[config.mk]
export PLATFORM = sky130hd
export DESIGN_NAME = bus_arbiter
export DESIGN_NICKNAME = d
export VERILOG_FILES = /design/src/rtl/console_bus_pkg.sv /design/src/rtl/bus_arbiter.sv
export SDC_FILE = /design/constraint.sdc
export NUM_CORES = 1
export LEC_CHECK = 0
export CORE_AREA = 2 2 95 106
export DETAILED_ROUTE_END_ITERATION = 8
export DIE_AREA = 0 0 97 108
export PLACE_DENSITY = 0.6
export SYNTH_ARGS = -nofsm -noshare
export SYNTH_HDL_FRONTEND = slang
export SYNTH_SLANG_ARGS = --single-unit
[constraint.sdc]
create_clock -name clk -period 4.4 [get_ports clk]
set_clock_uncertainty 0.1 [all_clocks]
set_input_delay 1.1 -clock clk [delete_from_list [all_inputs] [get_ports clk]]
set_output_delay 1.1 -clock clk [all_outputs]
set_load 0.01 [all_outputs]
[src/rtl/console_bus_pkg.sv]
// ============================================================================
//  Module      : console_bus_pkg
//  Description : Shared types for the console system bus: address/data
//                widths, bus-owner encoding and the default DMA burst limit.
//  Revision    : 1.0 - initial release
// ============================================================================
`default_nettype none

package console_bus_pkg;

    // 16-bit system address and 8-bit data bus
    typedef logic [15:0] addr_t;
    typedef logic [7:0]  data_t;

    // Bus owner in the current cycle; doubles as the arbiter state
    typedef enum logic [1:0] {
        IDLE     = 2'd0,
        CPU_XFER = 2'd1,
        DMA_XFER = 2'd2
    } owner_e;

    // Consecutive DMA grants allowed while the CPU is kept waiting
    localparam int BURST_MAX_DEFAULT = 4;

endpackage

`default_nettype wire

[src/rtl/bus_arbiter.sv]
// ============================================================================
//  Module      : bus_arbiter
//  Description : Two-requester (CPU, sprite/DMA) arbiter for the shared
//                console bus. One transfer per bus cycle, DMA priority with a
//                burst limit that protects CPU latency, registered bus
//                outputs and one-cycle-late read-data return per requester.
//  Revision    : 1.0 - initial release
// ============================================================================
`default_nettype none

module bus_arbiter
    import console_bus_pkg::*;
#(
    parameter int BURST_MAX = BURST_MAX_DEFAULT
) (
    input  logic        clk,
    input  logic        rst_n,

    // CPU requester
    input  logic        cpu_req,
    input  logic [15:0] cpu_addr,
    input  logic        cpu_rw,
    input  logic [7:0]  cpu_wdata,
    output logic        cpu_gnt,
    output logic [7:0]  cpu_rdata,
    output logic        cpu_rvalid,

    // Sprite/DMA requester
    input  logic        dma_req,
    input  logic [15:0] dma_addr,
    input  logic        dma_rw,
    input  logic [7:0]  dma_wdata,
    output logic        dma_gnt,
    output logic [7:0]  dma_rdata,
    output logic        dma_rvalid,

    // Shared bus towards the external address decoder
    output logic [15:0] bus_addr,
    output logic        bus_rw,
    output logic [7:0]  bus_wdata,
    output logic        bus_valid,
    input  logic [7:0]  bus_rdata
);

    // Streak counter must be able to hold 0..BURST_MAX inclusive
    localparam int                  STREAK_W   = $clog2(BURST_MAX + 1);
    localparam logic [STREAK_W-1:0] STREAK_MAX = STREAK_W'(BURST_MAX);

    owner_e              state_q,      state_d;
    logic [STREAK_W-1:0] dma_streak_q, dma_streak_d;

    logic                cpu_gnt_q,    cpu_gnt_d;
    logic                dma_gnt_q,    dma_gnt_d;
    logic                bus_valid_q,  bus_valid_d;
    addr_t               bus_addr_q,   bus_addr_d;
    logic                bus_rw_q,     bus_rw_d;
    data_t               bus_wdata_q,  bus_wdata_d;

    logic                cpu_rvalid_q, cpu_rvalid_d;
    data_t               cpu_rdata_q,  cpu_rdata_d;
    logic                dma_rvalid_q, dma_rvalid_d;
    data_t               dma_rdata_q,  dma_rdata_d;

    logic                cpu_elig;
    logic                dma_elig;

    // Pick next cycle's bus owner and maintain the DMA burst streak
    always_comb begin
        // A requester being served this cycle sits out the next decision,
        // which yields the 1-in-2 per-requester rate and CPU/DMA interleave.
        cpu_elig     = cpu_req && !cpu_gnt_q;
        dma_elig     = dma_req && !dma_gnt_q;
        state_d      = IDLE;
        dma_streak_d = dma_streak_q;

        if (cpu_elig && dma_elig) begin
            state_d = (dma_streak_q == STREAK_MAX) ? CPU_XFER : DMA_XFER;
        end else if (cpu_elig) begin
            state_d = CPU_XFER;
        end else if (dma_elig) begin
            state_d = DMA_XFER;
        end

        // Streak counts DMA wins taken while the CPU was asking too
        if (state_d == CPU_XFER) begin
            dma_streak_d = '0;
        end else if ((state_d == DMA_XFER) && cpu_req && (dma_streak_q != STREAK_MAX)) begin
            dma_streak_d = dma_streak_q + 1'b1;
        end
    end

    // Next-cycle bus drive, grants and read-data capture
    always_comb begin
        cpu_gnt_d   = (state_d == CPU_XFER);
        dma_gnt_d   = (state_d == DMA_XFER);
        bus_valid_d = (state_d != IDLE);
        // Idle bus: direction parks at read, address/data keep last values
        bus_addr_d  = bus_addr_q;
        bus_rw_d    = 1'b0;
        bus_wdata_d = bus_wdata_q;

        case (state_d)
            CPU_XFER: begin
                bus_addr_d  = cpu_addr;
                bus_rw_d    = cpu_rw;
                bus_wdata_d = cpu_wdata;
            end
            DMA_XFER: begin
                bus_addr_d  = dma_addr;
                bus_rw_d    = dma_rw;
                bus_wdata_d = dma_wdata;
            end
            default: ;
        endcase

        // Read data is sampled at the close of the owner's bus cycle
        cpu_rvalid_d = cpu_gnt_q && !bus_rw_q;
        dma_rvalid_d = dma_gnt_q && !bus_rw_q;
        cpu_rdata_d  = cpu_rvalid_d ? bus_rdata : cpu_rdata_q;
        dma_rdata_d  = dma_rvalid_d ? bus_rdata : dma_rdata_q;
    end

    // Arbiter state and registered outputs; reset drops any in-flight read
    always_ff @(posedge clk or negedge rst_n) begin
        if (!rst_n) begin
            state_q      <= IDLE;
            dma_streak_q <= '0;
            cpu_gnt_q    <= 1'b0;
            dma_gnt_q    <= 1'b0;
            bus_valid_q  <= 1'b0;
            bus_addr_q   <= '0;
            bus_rw_q     <= 1'b0;
            bus_wdata_q  <= '0;
            cpu_rvalid_q <= 1'b0;
            cpu_rdata_q  <= '0;
            dma_rvalid_q <= 1'b0;
            dma_rdata_q  <= '0;
        end else begin
            state_q      <= state_d;
            dma_streak_q <= dma_streak_d;
            cpu_gnt_q    <= cpu_gnt_d;
            dma_gnt_q    <= dma_gnt_d;
            bus_valid_q  <= bus_valid_d;
            bus_addr_q   <= bus_addr_d;
            bus_rw_q     <= bus_rw_d;
            bus_wdata_q  <= bus_wdata_d;
            cpu_rvalid_q <= cpu_rvalid_d;
            cpu_rdata_q  <= cpu_rdata_d;
            dma_rvalid_q <= dma_rvalid_d;
            dma_rdata_q  <= dma_rdata_d;
        end
    end

    assign cpu_gnt    = cpu_gnt_q;
    assign dma_gnt    = dma_gnt_q;
    assign bus_valid  = bus_valid_q;
    assign bus_addr   = bus_addr_q;
    assign bus_rw     = bus_rw_q;
    assign bus_wdata  = bus_wdata_q;
    assign cpu_rvalid = cpu_rvalid_q;
    assign cpu_rdata  = cpu_rdata_q;
    assign dma_rvalid = dma_rvalid_q;
    assign dma_rdata  = dma_rdata_q;

endmodule

`default_nettype wire

==> results.cfg <==
[synthesis]
yosys.area.top_type = sky130_fd_sc_hd__dfrtp_1
synth_enable_flop_cells = 0
ys.flop_type = sky130_fd_sc_hd__dfrtp_1
synth_sequential_area_ratio_pct = 53.12
syn_avg_cell_area_sq_um = 10.89
post_synth_most_frequent_cells = sky130_fd_sc_hd__dfrtp_1, sky130_fd_sc_hd__a211oi_1, sky130_fd_sc_hd__nand3_1, sky130_fd_sc_hd__nor3_1, sky130_fd_sc_hd__o31ai_1
syn_area_sq_mm = 0.002308
ys_seq_elements = 49
yosysWarnings = 0
async_flop_share_pct = 100.0
most_frequently_used_cell_type_in_the_post_synthesis_netlist = sky130_fd_sc_hd__dfrtp_1
postSynthCellCount = 212
synthesis.nets = 276
netlist_top_cells_area = sky130_fd_sc_hd__dfrtp_1, sky130_fd_sc_hd__a211oi_1, sky130_fd_sc_hd__mux2_2
synth_top_area_share_pct = 53.12
yosys.cell_types.count = 25

[grt]
grt_pass1_vias = 2063
grt_util_all_layers_pct = 12.52
globalRouteOverflowTotal = 0
antenna_found_initial = 0
grt_pass1_wl_mm = 10.53
largest_net_degree_at_the_start_of_global_routing = 50

[routing]
viasPerCell = 4.953
dr_total_vias = 2095
postRouteWirelength_mm = 6.798
avgRoutedWirePerCell_um = 16.07
drtPass1Iterations = 6
ant_nets = 0
dr.first_iter.drc_count = 102
route.detailed.drc = 0

[worst_setup_path]
worst_r2r_startpoint = dma_streak_q[0]$_DFFE_PN0P_
required_ns = 4.50
cp_max_fanout = 25
crit_path_end_kind = flip-flop
timing.rr.end = bus_rw$_DFF_PN0_
worstRegToRegCells = 5
worstPathCellList = clkdlybuf4s50_1 -> and4b_1 -> nor2_1 -> a22o_1
setup.worst_path.start_class = input port
arrival_ns = 2.99
crit_path_max_incr_delay_ns = 0.90
slowest_stage = sky130_fd_sc_hd__and4b_1
timing.reg2reg.setup_slack_ns = 2.26
critical_path_class = in2reg

[final_layout]
drive_gt1_share_pct = 10.46
fin_nets = 369
fillCellCount = 916
area_growth_syn_to_layout_pct = 53.39
antenna_cells = 0
final-instance-count-excl-fill = 423

[clocking]
total_setup_buffers_inserted_after_cts = 0
cts.sink_count = 49
cts_max_level = 2
cts_resized = 0
tritoncts = done
cts.path.max_buffers = 2
number_of_cts_inserted_buffers = 5
clk_latency_ns = 0.30
clockRootBuffer = sky130_fd_sc_hd__clkbuf_8
clk_pin_slew_worst_paths_ns = 0.09
post_cts_hold_buffer_count = 0

[pwr]
power.total_mw = 1.377
sequentialPowerShare_pct = 42.8
switching_power_mw = 0.3869
power.leakage_nw = 1.353
power.share.switching_pct = 28.10
proportion_of_power_drawn_by_combinational_gates_pct = 32.6
cellPowerDensity_mw_per_mm2 = 388.9
share_clk_of_total_power_pct = 24.6
max-vdd-ir-drop_uv = 123.4
power_report.internal_total_mw = 0.9900

[worst_hold_path]
hold_path_depth = 2
hp-class = reg2reg
hold_start = bus_addr[6]$_DFFE_PN0P_
worst_hold_path.endpoint = bus_addr[6]$_DFFE_PN0P_

[floorplanning]
floorplan.die_area_sq_mm = 0.01048
fp.dieH_um = 108
die_w_um = 97
design.portCount = 108
num_rows = 37
coreArea_sq_mm = 0.009305
start_util_pct = 24.81

[sta]
rsz0062_at_grt = false
timing.final.crit_period_ns = 2.887
fmaxAchievable_ghz = 0.3464
setup_viol_count_final = 0
worst_slack_ns = 1.513
final_min_period_over_clock_period_pct = 65.60
timing_worst_slew_pin_value_ns = 1.087
finalMaxSlewViolations = 0
timing.setup.tns_ns = 0
slew-limit-headroom_pct = 27.51
finalHoldViolCount = 0

[job]
drv.max_cap_violation_count = 0

[place]
numPlacedInstances = 415
gp_routability_congestion = 0.7692
port_bufs = 107
dp_hpwl_mm = 4.795
placement.setup.worst_slack_ns = 1.212

[status]
run_status = finished, final reports clean
worst max path at each step:
stage	startpoint	end	slack [ns]	cells past startpoint
after floorplan	dma_req	bus_addr[10]$_DFFE_PN0P_	2.31	5
after global placement	cpu_req	bus_rw$_DFF_PN0_	1.23	4
after detailed placement	cpu_req	bus_rw$_DFF_PN0_	1.21	4
after CTS	cpu_req	bus_rw$_DFF_PN0_	1.54	4
after global routing	cpu_req	bus_rw$_DFF_PN0_	1.38	4
final	cpu_req	bus_rw$_DFF_PN0_	1.51	4
area by class of cell:
cell class,instances,area (sq um),area share (%)
Sequential cell,49,1226,34.63
Timing Repair Buffer,110,1089,30.74
Multi-Input combinational cell,134,940.9,26.57
Tap cell,117,146.4,4.134
Clock buffer,6,82.58,2.332
Clock inverter,2,37.54,1.060
Inverter,5,18.77,0.5300
cell families (layout without fill, tap and decap cells):
family / count (synthesis) / in the layout / synth area share (%)
simple gates: 62 / 62 / 14.04
compound gates: 53 / 53 / 17.07
flops: 49 / 49 / 53.12
buf+inv: 29 / 123 / 6.450
mux: 17 / 17 / 8.238
fa+ha+maj: 2 / 2 / 1.084
per-layer routing:
| metal | vias to the layer above | track usage [%] | share of wire, % |
|---|---|---|---|
| met4 | 0 | 3.219 | 0.93 |
| met5 | - | 0 | 0 |
| met3 | 6 | 3.103 | 5.5 |
| li1 | 987 | - | - |
| met2 | 80 | 21.63 | 50 |
| met1 | 1022 | 15.79 | 43 |
critical path: cells and delay by family:
kind	cells	cell delay, ns
buf+inv	1	0.57
compound gates	1	0.27
simple gates	2	1.03
power by group through the flow:
stage                     clock, mW  sequential, mW  combinational, mW
after detailed placement          0           0.598              0.455
after global routing          0.369           0.599              0.483
final                         0.338           0.589              0.449
after CTS                     0.352           0.590              0.455
after global placement            0           0.597              0.450
after floorplan                   0           0.632              0.151
sequential cells by signal (all words and copies together) (netlist names), 3 cells and up:
name          cells
bus_addr         16
bus_wdata         8
cpu_rdata         8
dma_rdata         8
dma_streak_q      3
per-stage QoR:
| stage | cell area (sq um) | utilization (%) | hold WS [ns] |
|---|---|---|---|
| after global routing | 3541 | 38.05 | 0.4232 |
| after detailed placement | 3421 | 36.76 | 0.3920 |
| final | 3541 | 38.05 | 0.4048 |
| after CTS | 3541 | 38.05 | 0.4126 |
| after global placement | 3421 | 36.76 | 0.3881 |
| after floorplan | 2308 | - | 0.3769 |
placed cells by master (no fill, tap or decap), drive strengths merged:
master         synthesis  layout
o31ai                 24      24
dfrtp                 49      49
a211oi                24      24
nand2                  3       3
nor2                   1       1
nor3                  24      24
nand3                 24      24
nand2b                 3       3
clkbuf                11       6
and2                   1       1
inv                    5       5
and4b                  1       1
buf                   13       4
clkinvlp               0       1
bufinv                 0       1
mux2                  16      16
o21ai                  1       1
a22o                   1       1
ha                     2       2
a41o                   1       1
mux2i                  1       1
a21oi                  2       2
nor2b                  2       2
and3                   1       1
nand4                  2       2
clkdlybuf4s50          0     106
Note: power is estimated with default switching activity, not from simulation.
